### config.mk
export PLATFORM = sky130hd
export DESIGN_NAME = tbird_light_sequencer
export DESIGN_NICKNAME = d
export VERILOG_FILES = /design/src/rtl/tbird_light_sequencer.sv
export SDC_FILE = /design/constraint.sdc
export NUM_CORES = 1
export LEC_CHECK = 0
export BUFFER_PORTS_ARGS = -buffer_cell sky130_fd_sc_hd__buf_4
export CORE_ASPECT_RATIO = 0.9
export CORE_MARGIN = 2
export CORE_UTILIZATION = 50
export CTS_CLUSTER_SIZE = 14
export DETAILED_ROUTE_END_ITERATION = 10
export PLACE_DENSITY = 0.65
export SYNTH_ARGS = -nofsm -noshare
export SYNTH_HDL_FRONTEND = slang
export SYNTH_SLANG_ARGS = --single-unit
### constraint.sdc
create_clock -name clk -period 5.1 [get_ports clk]
set_clock_uncertainty 0.1 [all_clocks]
set_input_delay 1.02 -clock clk [delete_from_list [all_inputs] [get_ports clk]]
set_output_delay 1.02 -clock clk [all_outputs]
set_load 0.1 [all_outputs]
### src/rtl/tbird_light_sequencer.sv
// T-Bird tail-light sequencer with a built-in tick prescaler, a step counter,
// a mode state machine and an active-low 7-segment mode indicator.
module tbird_light_sequencer #(
  parameter int unsigned LAMPS    = 3,
  parameter int unsigned TICK_DIV = 12500000
) (
  input  logic             clk,
  input  logic             reset,
  input  logic             left_req,
  input  logic             right_req,
  input  logic             hazard_req,
  output logic [LAMPS-1:0] lamp_l,
  output logic [LAMPS-1:0] lamp_r,
  output logic [6:0]       seg
);

  localparam int unsigned PW = (TICK_DIV > 1) ? $clog2(TICK_DIV) : 1;
  localparam int unsigned SW = $clog2(LAMPS + 1);

  // Segment patterns, bit order {g,f,e,d,c,b,a}, 0 = lit.
  localparam logic [6:0] SEG_DASH  = 7'b0111111;
  localparam logic [6:0] SEG_LEFT  = 7'b1000111;
  localparam logic [6:0] SEG_RIGHT = 7'b0101111;
  localparam logic [6:0] SEG_HAZ   = 7'b0001001;

  typedef enum logic [1:0] {
    MODE_IDLE,
    MODE_LEFT,
    MODE_RIGHT,
    MODE_HAZARD
  } mode_t;

  mode_t          mode;
  mode_t          req_mode;
  logic [PW-1:0]  presc;
  logic [SW-1:0]  step;
  logic           tick;

  // Sweep pattern: the lowest `s` lamps lit.
  function automatic logic [LAMPS-1:0] sweep(input logic [SW-1:0] s);
    logic [LAMPS-1:0] pat;
    pat = '0;
    for (int i = 0; i < int'(LAMPS); i++) begin
      pat[i] = (SW'(i) < s);
    end
    return pat;
  endfunction

  // Requested mode from the switch levels; both turn switches means hazard.
  always_comb begin
    req_mode = MODE_IDLE;
    if (hazard_req || (left_req && right_req)) begin
      req_mode = MODE_HAZARD;
    end else if (left_req) begin
      req_mode = MODE_LEFT;
    end else if (right_req) begin
      req_mode = MODE_RIGHT;
    end
  end

  assign tick = (presc == PW'(TICK_DIV - 1));

  // Mode FSM, prescaler, step counter and registered lamp/segment outputs.
  always_ff @(posedge clk) begin
    if (reset) begin
      mode   <= MODE_IDLE;
      step   <= '0;
      presc  <= '0;
      lamp_l <= '0;
      lamp_r <= '0;
      seg    <= SEG_DASH;
    end else begin
      if (req_mode != mode) begin
        mode  <= req_mode;
        step  <= '0;
        presc <= '0;
      end else if (mode == MODE_IDLE) begin
        step  <= '0;
        presc <= '0;
      end else begin
        presc <= tick ? '0 : presc + PW'(1);
        if (tick) begin
          if (mode == MODE_HAZARD) begin
            step <= (step == '0) ? SW'(1) : '0;
          end else begin
            step <= (step == SW'(LAMPS)) ? '0 : step + SW'(1);
          end
        end
      end

      // Outputs follow the registered mode/step, one cycle behind them.
      case (mode)
        MODE_IDLE: begin
          lamp_l <= '0;
          lamp_r <= '0;
          seg    <= SEG_DASH;
        end
        MODE_LEFT: begin
          lamp_l <= sweep(step);
          lamp_r <= '0;
          seg    <= SEG_LEFT;
        end
        MODE_RIGHT: begin
          lamp_l <= '0;
          lamp_r <= sweep(step);
          seg    <= SEG_RIGHT;
        end
        MODE_HAZARD: begin
          lamp_l <= (step != '0) ? {LAMPS{1'b1}} : '0;
          lamp_r <= (step != '0) ? {LAMPS{1'b1}} : '0;
          seg    <= SEG_HAZ;
        end
      endcase
    end
  end

endmodule

==> results.cfg <==
[sta]
grt_setup_unrepaired = false
maxSlewHeadroom_pct = 41.4
hold_viol = 0
holdWs_ns = 0.413
slew_violations = 0
period_needed_ns = 2.25
tightest_slew_ns = 0.879
fmax_mhz = 444
setup_tns_ns = 0
finalSetupViolations = 0
fin_crit_sh_pct = 44.2
fin_ws_ns = 2.85

[route]
routed_via_density = 5.77
topRoutingLayerUsed = met4
wl_met3_um = 138
drcViolationCount = 0
vias = 1449
drt-met1-wl_um = 1620
drtPass1Iterations = 4
drtIter0Drc = 92
antenna_left = 0
wl_um = 3420
dr_wl_met2_um = 1610
wl_per_cell_um = 13.6

[power]
pwr-share-clk_pct = 36.1
switching_share_pct = 23.9
total_leakage_power_uw = 0.000620
internal_power_uw = 412
total_power_uw = 542
switching_power_uw = 130
pwr-share-comb_pct = 6.6
power_frac_seq_pct = 57.3
peakVddDrop_mv = 0.182
p_per_area_nw_per_um2 = 277

[finish]
layout.nets = 214
diodes = 0
design_area_um2 = 1950
drive_above_1_share_pct = 12.6
final_common_cell = dfxtp_1
final_cell_mix = 39 x dfxtp_1, 17 x buf_4, 14 x nor3_1, 11 x nor2_1, 10 x nand2_1
syn2layout_area_growth_pct = 12.2

[global_route]
grt_pass1_vias = 1312
track_usage_pct = 19.0
grt_overflow = 0
antenna_found_initial = 0
grt_pass1_wl_um = 5730
grt_max_degree = 27

[critical_path]
end_kind = register
arrival_ns = 2.35
crit_type = reg2reg
start_kind = register
worstPathRequired_ns = 5.20
crit_path_max_fanout = 9

[clock_tree]
cts_hold_buf = 0
cts_tree = done
cts_resized = 0
cts_sinks = 39
root_buffer = clkbuf_8
post_cts_buffers = 0
htreeDepth = 2
max-clock-path-buffers = 2
cts_inserted_buffers = 5
clkLatencyLatePin_ns = 0.29
clk_pin_slew_ns = 0.07

[yosys]
seq_area_frac_synth_pct = 44.9
synth-seq-cells = 39
syn_area_um2 = 1740
synth_nets = 201
syn_area_per_cell_um2 = 9.01
postSynthCellCount = 193
ys_warn_count = 0
synth_cell_type_count = 34

[placed_design]
dp_hpwl_um = 2430
post-place-ws_ns = 2.55
placed_area_um2 = 1870
gp_congestion = 0.741
port_buffers = 16

[die]
start_util_pct = 51.9
pin_count = 18
rows = 20
die_w_um = 66.2
coreArea_um2 = 3350
die_h_um = 60.0
die-area_um2 = 3970

[outcome]
status = complete, no violations

[flow_run]
cap_viol_max_count = 0

[hold_path]
hp-class = reg2reg
-- synth_stat cells (all sizes together) --
library cell	number	area, um^2
nand3	8	40.0
dfxtp	39	781
nor3	14	70.1
nor3b	2	15.0
a211oi	9	67.6
and4	2	17.5
nor4bb	1	10.0
nand2b	5	31.3
o22ai	1	6.26
xor2	5	43.8
nand4	7	58.8
clkbuf	7	26.3
o21bai	2	15.0
conb	1	3.75
xnor2	8	70.1
ha	3	37.5
o21ai	7	35.0
and4bb	1	12.5
a21oi	6	30.0
and3	3	18.8
or3	7	43.8
or4bb	2	22.5
nor2	11	41.3
inv	6	22.5
o31ai	6	45.0
or4	7	52.6
nand2	10	37.5
nor4	6	37.5
or2	1	6.26
and2	1	6.26
buf	4	25.0
o2111ai	1	8.76
-- sequential cells by signal, summed over array words and instances, names as in the netlist --
name	cells
step	2
presc	24
mode	2
seg	5
lamp_r	3
lamp_l	3
-- kinds of logic after synthesis --
group | synth area share (%)
AO/OA/AOI/OAI | 11.9
flip-flops | 44.9
other | 0.216
AND/OR/NAND/NOR | 30.0
adder cells (fa/ha/maj) | 2.16
XOR/XNOR | 6.55
buffers and inverters | 4.24
-- metal layers --
layer | up-vias | GRT usage (%)
li1 | 736 | -
met1 | 675 | 23.8
met2 | 31 | 31.9
met3 | 7 | 4.52
met4 | 0 | 7.29
met5 | - | 0
-- power by group through the flow --
stage                     clock, uW  combinational [uW]  sequential (uW)
after global placement            0                35.2              317
after CTS                       200                35.9              310
after floorplan                   0                13.2              331
after detailed placement          0                35.9              317
after global routing            215                37.6              311
final                           195                35.8              310
-- critical path, stage by stage, from the launching register on --
cell	delay, ns
dfxtp_1	0.39
ha_1	0.23
nand3_1	0.16
or3_1	0.56
or4_1	0.51
a211oi_1	0.22
-- final cells by class --
cell class | count | area [um^2]
clock buffers | 7 | 76.3
clock inverters | 1 | 5.00
fillers | 312 | 1400
inverters | 6 | 22.5
multi-input cells | 137 | 885
flip-flops and latches | 39 | 781
well taps | 44 | 55.1
repair buffers | 17 | 128
-- final timing paths --
kind,from,end,slack [ns],cells past startpoint
min,presc[0],presc[0],0.41,1
max,presc[0],presc[22],2.85,5
max reg2reg,presc[0],presc[22],2.85,5
min reg2reg,presc[0],presc[0],0.41,1
-- through the flow --
| step | util, % | std cells |
|---|---|---|
| final | 58.2 | 251 |
| after detailed placement | 55.8 | 243 |
| after CTS | 58.2 | 251 |
| after floorplan | - | 193 |
| after global routing | 58.2 | 251 |
| after global placement | 55.8 | 243 |
(Power assumes the default switching activity.)
